==> config.mk <==
export PLATFORM = sky130hd
export DESIGN_NAME = mem_ctrl
export DESIGN_NICKNAME = d
export VERILOG_FILES = /design/src/rtl/mem_ctrl.sv
export SDC_FILE = /design/constraint.sdc
export NUM_CORES = 1
export LEC_CHECK = 0
export ABC_AREA = 0
export BUFFER_PORTS_ARGS = -buffer_cell sky130_fd_sc_hd__buf_4
export CORE_AREA = 2 2 137 139
export CTS_BUF_LIST = sky130_fd_sc_hd__clkbuf_8 sky130_fd_sc_hd__clkbuf_16
export DETAILED_ROUTE_END_ITERATION = 8
export DIE_AREA = 0 0 139 141
export PLACE_DENSITY_LB_ADDON = 0.2
export SLEW_MARGIN = 20
export SYNTH_ARGS = -nofsm -noshare
export SYNTH_HDL_FRONTEND = slang
export SYNTH_SLANG_ARGS = --single-unit
==> constraint.sdc <==
create_clock -name clk -period 3.1 [get_ports clk]
set_input_delay 0.62 -clock clk [delete_from_list [all_inputs] [get_ports clk]]
set_output_delay 0.62 -clock clk [all_outputs]
set_load 0.01 [all_outputs]
==> src/rtl/mem_ctrl.sv <==
// Byte-serial sequencer/arbiter for the shared RAM/IO port: splits icache fetches and
// LSB loads/stores into consecutive byte cycles and reassembles read data little-endian.
module mem_ctrl #(
    parameter int ADDR_WIDTH = 32,
    parameter int INST_BYTES = 4
) (
    input  logic                  clk,
    input  logic                  rst,
    input  logic                  clear_i,
    input  logic                  inst_require_i,
    input  logic [ADDR_WIDTH-1:0] inst_addr_i,
    output logic                  inst_busy_o,
    output logic                  inst_enable_o,
    output logic [31:0]           inst_data_o,
    input  logic                  data_require_i,
    input  logic                  data_wr_i,
    input  logic [ADDR_WIDTH-1:0] data_addr_i,
    input  logic [1:0]            data_size_i,
    input  logic [31:0]           data_i,
    output logic                  data_enable_o,
    output logic [31:0]           data_o,
    input  logic                  io_buffer_full,
    input  logic [7:0]            mem_din,
    output logic [7:0]            mem_dout,
    output logic [ADDR_WIDTH-1:0] mem_a,
    output logic                  mem_wr
);

    typedef enum logic [1:0] {
        IDLE    = 2'd0,
        INST_RD = 2'd1,
        DATA_RD = 2'd2,
        DATA_WR = 2'd3
    } state_t;

    localparam logic [2:0] INST_N = 3'(INST_BYTES);

    function automatic logic [7:0] get_byte(input logic [31:0] w, input logic [2:0] idx);
        logic [7:0] b;
        case (idx)
            3'd0:    b = w[7:0];
            3'd1:    b = w[15:8];
            3'd2:    b = w[23:16];
            3'd3:    b = w[31:24];
            default: b = 8'd0;
        endcase
        return b;
    endfunction

    function automatic logic [31:0] put_byte(input logic [31:0] w, input logic [2:0] idx,
                                             input logic [7:0] b);
        logic [31:0] r;
        r = w;
        case (idx)
            3'd0:    r[7:0]   = b;
            3'd1:    r[15:8]  = b;
            3'd2:    r[23:16] = b;
            3'd3:    r[31:24] = b;
            default: r = w;
        endcase
        return r;
    endfunction

    // Size code 2'b11 is not a legal access width and is serviced as a full word.
    function automatic logic [2:0] size_bytes(input logic [1:0] code);
        logic [2:0] n;
        case (code)
            2'b00:   n = 3'd1;
            2'b01:   n = 3'd2;
            default: n = 3'd4;
        endcase
        return n;
    endfunction

    state_t                state_r, state_s;
    logic [2:0]            cnt_r, cnt_s;
    logic [2:0]            size_r, size_s;
    logic [ADDR_WIDTH-1:0] addr_r, addr_s;
    logic [31:0]           wdata_r, wdata_s;
    logic [31:0]           rdata_r, rdata_s;

    logic [ADDR_WIDTH-1:0] mem_a_s;
    logic                  mem_wr_s;
    logic [7:0]            mem_dout_s;
    logic                  inst_en_s, data_en_s, busy_s;
    logic [31:0]           inst_data_s, data_s;

    logic                  io_stall_s, data_go_s, inst_go_s;
    logic [2:0]            cnt_nx_s, cnt_m1_s;
    logic                  last_rd_s, more_s;
    logic [ADDR_WIDTH-1:0] cnt_ext_s;

    // A blocked IO store still owns arbitration so a younger fetch cannot overtake it.
    assign io_stall_s = data_require_i & data_wr_i & (data_addr_i[17:16] == 2'b11) & io_buffer_full;
    assign data_go_s  = data_require_i & ~io_stall_s;
    assign inst_go_s  = ~data_require_i & inst_require_i & ~clear_i;
    assign cnt_nx_s   = cnt_r + 3'd1;
    assign cnt_m1_s   = cnt_r - 3'd1;
    assign last_rd_s  = (cnt_r == size_r);
    assign more_s     = (cnt_nx_s < size_r);
    assign cnt_ext_s  = {{(ADDR_WIDTH-3){1'b0}}, cnt_nx_s};

    // State register.
    always_ff @(posedge clk or negedge rst) begin
        if (!rst) begin
            state_r <= IDLE;
        end else begin
            state_r <= state_s;
        end
    end

    // Next-state logic: arbitration in IDLE, byte sequencing elsewhere.
    always_comb begin
        state_s = state_r;
        case (state_r)
            IDLE: begin
                if (data_go_s) begin
                    if (data_wr_i) state_s = DATA_WR;
                    else           state_s = DATA_RD;
                end else if (inst_go_s) begin
                    state_s = INST_RD;
                end else begin
                    state_s = IDLE;
                end
            end
            INST_RD: begin
                if (clear_i || last_rd_s) state_s = IDLE;
                else                      state_s = INST_RD;
            end
            DATA_RD: begin
                if (last_rd_s) state_s = IDLE;
                else           state_s = DATA_RD;
            end
            DATA_WR: begin
                if (!more_s) state_s = IDLE;
                else         state_s = DATA_WR;
            end
            default: state_s = IDLE;
        endcase
    end

    // Output/datapath next values; pins change one cycle after the decision.
    always_comb begin
        cnt_s       = cnt_r;
        size_s      = size_r;
        addr_s      = addr_r;
        wdata_s     = wdata_r;
        rdata_s     = rdata_r;
        mem_a_s     = {ADDR_WIDTH{1'b0}};
        mem_wr_s    = 1'b0;
        mem_dout_s  = 8'd0;
        inst_en_s   = 1'b0;
        data_en_s   = 1'b0;
        inst_data_s = inst_data_o;
        data_s      = data_o;
        busy_s      = (state_s != IDLE);
        case (state_r)
            IDLE: begin
                if (data_go_s) begin
                    addr_s  = data_addr_i;
                    size_s  = size_bytes(data_size_i);
                    wdata_s = data_i;
                    rdata_s = 32'd0;
                    cnt_s   = 3'd0;
                    mem_a_s = data_addr_i;
                    if (data_wr_i) begin
                        mem_wr_s   = 1'b1;
                        mem_dout_s = data_i[7:0];
                    end else begin
                        mem_wr_s   = 1'b0;
                    end
                end else if (inst_go_s) begin
                    addr_s  = inst_addr_i;
                    size_s  = INST_N;
                    rdata_s = 32'd0;
                    cnt_s   = 3'd0;
                    mem_a_s = inst_addr_i;
                end else begin
                    cnt_s   = 3'd0;
                end
            end
            INST_RD, DATA_RD: begin
                // RAM read data lags its address by one cycle, so byte k lands at cnt k+1.
                cnt_s = cnt_nx_s;
                if (cnt_r != 3'd0) rdata_s = put_byte(rdata_r, cnt_m1_s, mem_din);
                else               rdata_s = rdata_r;
                if ((state_r == INST_RD) && clear_i) begin
                    cnt_s = 3'd0;
                end else if (last_rd_s) begin
                    cnt_s = 3'd0;
                    if (state_r == INST_RD) begin
                        inst_en_s   = 1'b1;
                        inst_data_s = rdata_s;
                    end else begin
                        data_en_s   = 1'b1;
                        data_s      = rdata_s;
                    end
                end else if (more_s) begin
                    mem_a_s = addr_r + cnt_ext_s;
                end else begin
                    mem_a_s = {ADDR_WIDTH{1'b0}};
                end
            end
            DATA_WR: begin
                cnt_s = cnt_nx_s;
                if (more_s) begin
                    mem_wr_s   = 1'b1;
                    mem_a_s    = addr_r + cnt_ext_s;
                    mem_dout_s = get_byte(wdata_r, cnt_nx_s);
                end else begin
                    cnt_s     = 3'd0;
                    data_en_s = 1'b1;
                end
            end
            default: begin
                cnt_s = 3'd0;
            end
        endcase
    end

    // Registered outputs and access context.
    always_ff @(posedge clk or negedge rst) begin
        if (!rst) begin
            cnt_r         <= 3'd0;
            size_r        <= 3'd0;
            addr_r        <= {ADDR_WIDTH{1'b0}};
            wdata_r       <= 32'd0;
            rdata_r       <= 32'd0;
            mem_a         <= {ADDR_WIDTH{1'b0}};
            mem_wr        <= 1'b0;
            mem_dout      <= 8'd0;
            inst_enable_o <= 1'b0;
            data_enable_o <= 1'b0;
            inst_data_o   <= 32'd0;
            data_o        <= 32'd0;
            inst_busy_o   <= 1'b0;
        end else begin
            cnt_r         <= cnt_s;
            size_r        <= size_s;
            addr_r        <= addr_s;
            wdata_r       <= wdata_s;
            rdata_r       <= rdata_s;
            mem_a         <= mem_a_s;
            mem_wr        <= mem_wr_s;
            mem_dout      <= mem_dout_s;
            inst_enable_o <= inst_en_s;
            data_enable_o <= data_en_s;
            inst_data_o   <= inst_data_s;
            data_o        <= data_s;
            inst_busy_o   <= busy_s;
        end
    end

endmodule

==> reports/qor.txt <==
Net Sw Power -> 4.40 mW
Most frequent cells after synthesis -> nand2_1 (246), dfrtp_1 (212), o21ai_0 (67)
Synth Instances -> 981
Top post-synthesis cells by area -> dfrtp_1 (55%), nand2_1 (9.6%), a22oi_1 (4.1%), o21ai_0 (3.5%), mux2i_1 (3.3%)
Reg2reg path depth -> 9
Syn avg cell area -> 9.78 µm²
Tcrit/Tclk final -> 0.888
Leakage power -> 6.27 nW
Distinct cells, synth -> 45
Pint -> 7.45 mW
Top FF cell, synth -> dfrtp_1
Number of antenna violations at the first check in global routing -> 0
Max-Slew Margin vs Limit -> 0.496
GRT Total Usage -> 0.242
Antenna Violating Nets Remaining -> 0
Clock latency on the worst-skew pair -> 0.50 ns
Vias in the first global route -> 7617
Layout Nets -> 1316
Final-report hold violation count -> 0
DIE WIDTH -> 139 µm
Root buffer cell -> clkbuf_16
Crit. End Element -> register
Crit Path Category -> reg2reg
Setup TNS -> 0 ns
Final std cells w/o fill -> 1431
Hold Buf Count CTS -> 0
TritonCTS Buffers -> 23
Filler instances -> 1490
Gpl congestion -> 0.817
CP Max Fanout -> 32
Share of the synthesized area in the top cell type -> 0.553
Status -> finished clean
First-pass GRT wire length -> 39200 µm
TritonRoute pass-1 iters -> 5
Total power -> 11.9 mW
Sw Share -> 0.371
DPL Wire Length -> 16500 µm
Clock tree buffer depth -> 3
Clk_skew -> 0.0118 ns
Placed cell count -> 1391
Worst Path Required -> 3.50 ns
Total number of yosys warnings -> 0
Cell with the most instances after synthesis -> nand2_1
Max Cap Violations -> 0
Routed WL -> 24000 µm
Layout area overhead -> 27.8%
Worst ir drop on vdd -> 493 µV
DR DRC count -> 0
Startpoint Class -> register
PD cells -> 967 mW/mm²
# Post-CTS Setup Buffers -> 0
CTS tree -> done
Top Ports -> 221
Post-synth EDFFs -> 0
Mapped Nets -> 1115
Routed via count -> 7875
Clock Power Share -> 0.234
Core area -> 0.0183 mm²
Final Max Tran Viols -> 0
Area leader, netlist -> dfrtp_1
Drt wl/cell -> 16.8 µm
Worst Path Arrival -> 3.15 ns
Vias/cell -> 5.50
Register area share after synthesis -> 0.553
Die Area -> 0.0196 mm²
RSZ-0062 raised after global routing -> no
Num rows -> 50
GRT overflow -> 0
H-tree depth -> 1
Largest net degree at the start of global routing -> 91
Logic pwr share -> 0.370
Crit path time final -> 2.75 ns
Worst-path clk slew -> 0.06 ns
Setup Viol. Count Final -> 0
Final hold slack -> 0.133 ns
Min-Delay Path Class -> in2async
Util after Layout -> 0.671
Iter 0 DRT Violations -> 673
Port bufs -> 220
Max Clk Rate -> 0.363 GHz
Seq pwr share -> 0.396
Initial Utilization -> 0.525
Layout cells sized above 1 -> 0.249
Chip height -> 141 µm
Cts repair resizes -> 0
FF+latch count, synth -> 212
Sink Count -> 212
Ys async rst share -> 1.00
Measured slew at the worst slew-check pin -> 0.757 ns
Ant diodes -> 0
Synth Cell Area -> 0.00959 mm²
[cell usage in the layout (no fill, tap or decap), drive strengths merged, types with 3 or more instances in the layout]
| cell | netlist | final |
|---|---|---|
| nand2 | 246 | 246 |
| buf | 29 | 244 |
| dfrtp | 212 | 212 |
| o21ai | 69 | 69 |
| a22oi | 52 | 52 |
| nand3 | 44 | 44 |
| a21oi | 44 | 44 |
| nor2 | 43 | 43 |
| a32oi | 34 | 34 |
| mux2i | 32 | 32 |
| clkbuf | 39 | 26 |
| ha | 20 | 20 |
| inv | 17 | 19 |
| xnor2 | 16 | 16 |
| xor2 | 13 | 13 |
| a21o | 8 | 8 |
| nor3 | 8 | 8 |
| nand3b | 7 | 7 |
| clkinv | 0 | 7 |
| and3 | 7 | 7 |
| nand4 | 6 | 6 |
| nor2b | 5 | 5 |
| and2 | 5 | 5 |
| and4 | 4 | 4 |
| o31a | 3 | 3 |
| o31ai | 3 | 3 |
| bufinv | 0 | 3 |
[logic make-up (layout without fill, tap and decap cells)]
group                      count (synthesis)  after routing  share of synthesized area
AOI/OAI and AO/OA                        219            219                      0.150
xor gates and xnor gates                  29             29                     0.0265
adders and majority gates                 21             21                     0.0282
buffers and inverters                     85            301                     0.0360
DFF                                      212            212                      0.553
muxes                                     32             32                     0.0334
and+or+nand+nor                          383            383                      0.173
[registers in the layout, indices dropped and copies added (netlist names)]
signal,cells
cnt_r,3
inst_busy_o,1
mem_dout,8
data_o,32
inst_enable_o,1
addr_r,32
size_r,3
wdata_r,32
inst_data_o,32
rdata_r,32
mem_a,32
state_r,2
data_enable_o,1
mem_wr,1
[stage by stage]
step	worst slack, ns	cell area (µm²)
6_report	0.348	12300
5_1_grt	0.0897	12300
4_1_cts	0.341	12300
3_5_place_dp	0.373	11500
3_3_place_gp	0.472	11500
2_1_floorplan	0.661	9590
[per-layer routing]
layer	vias up	wire length (µm)	global-route usage	part of all wire
met5	-	0	0	0
met3	37	1260	0.0340	0.053
met4	0	535	0.0686	0.022
li1	3805	-	-	-
met1	3824	10400	0.338	0.43
met2	209	11800	0.401	0.49
[worst paths after layout]
kind                                              start                     endpoint  slack (ns)
worst max-delay path                 cnt_r[0]$_DFF_PN0_           mem_a[3]$_DFF_PN0_        0.35
worst min-delay path                                rst        data_o[2]$_DFFE_PN0P_        0.13
worst max register to register       cnt_r[0]$_DFF_PN0_           mem_a[3]$_DFF_PN0_        0.35
worst min register to register  wdata_r[12]$_DFFE_PN0P_      wdata_r[12]$_DFFE_PN0P_        0.47
max in group asynchronous                           rst  inst_data_o[17]$_DFFE_PN0P_        2.14
min in group clk                             data_i[15]      wdata_r[15]$_DFFE_PN0P_        0.31
[worst max-delay path: stages, from the launching register on]
cell and delay (ns):
dfrtp_1 0.43, inv_1 0.15, ha_1 0.37, ha_1 0.28, nor2b_1 0.12, o21ai_0 0.38, nand2_1 0.14, a211o_1 0.28
buf_4 0.24, o21ai_0 0.25
[power by group through the flow]
stage | Combinational, mW | Clock [mW] | Sequential, mW
2_1_floorplan | 2.30 | 0 | 4.86
3_3_place_gp | 4.29 | 0 | 4.69
3_5_place_dp | 4.42 | 0 | 4.73
4_1_cts | 4.44 | 2.82 | 4.69
5_1_grt | 4.89 | 2.94 | 4.85
6_report | 4.38 | 2.77 | 4.70
[final cells by class]
cell class,instances,area (µm²),share of cell area
flip-flops and latches,212,5310,0.433
multi-input cells,684,3960,0.323
repair buffers,244,1860,0.152
clock buffers,26,617,0.0503
well taps,234,293,0.0239
clock inverters,14,153,0.0125
inverters,17,63.8,0.00521
(Power assumes the default switching activity.)
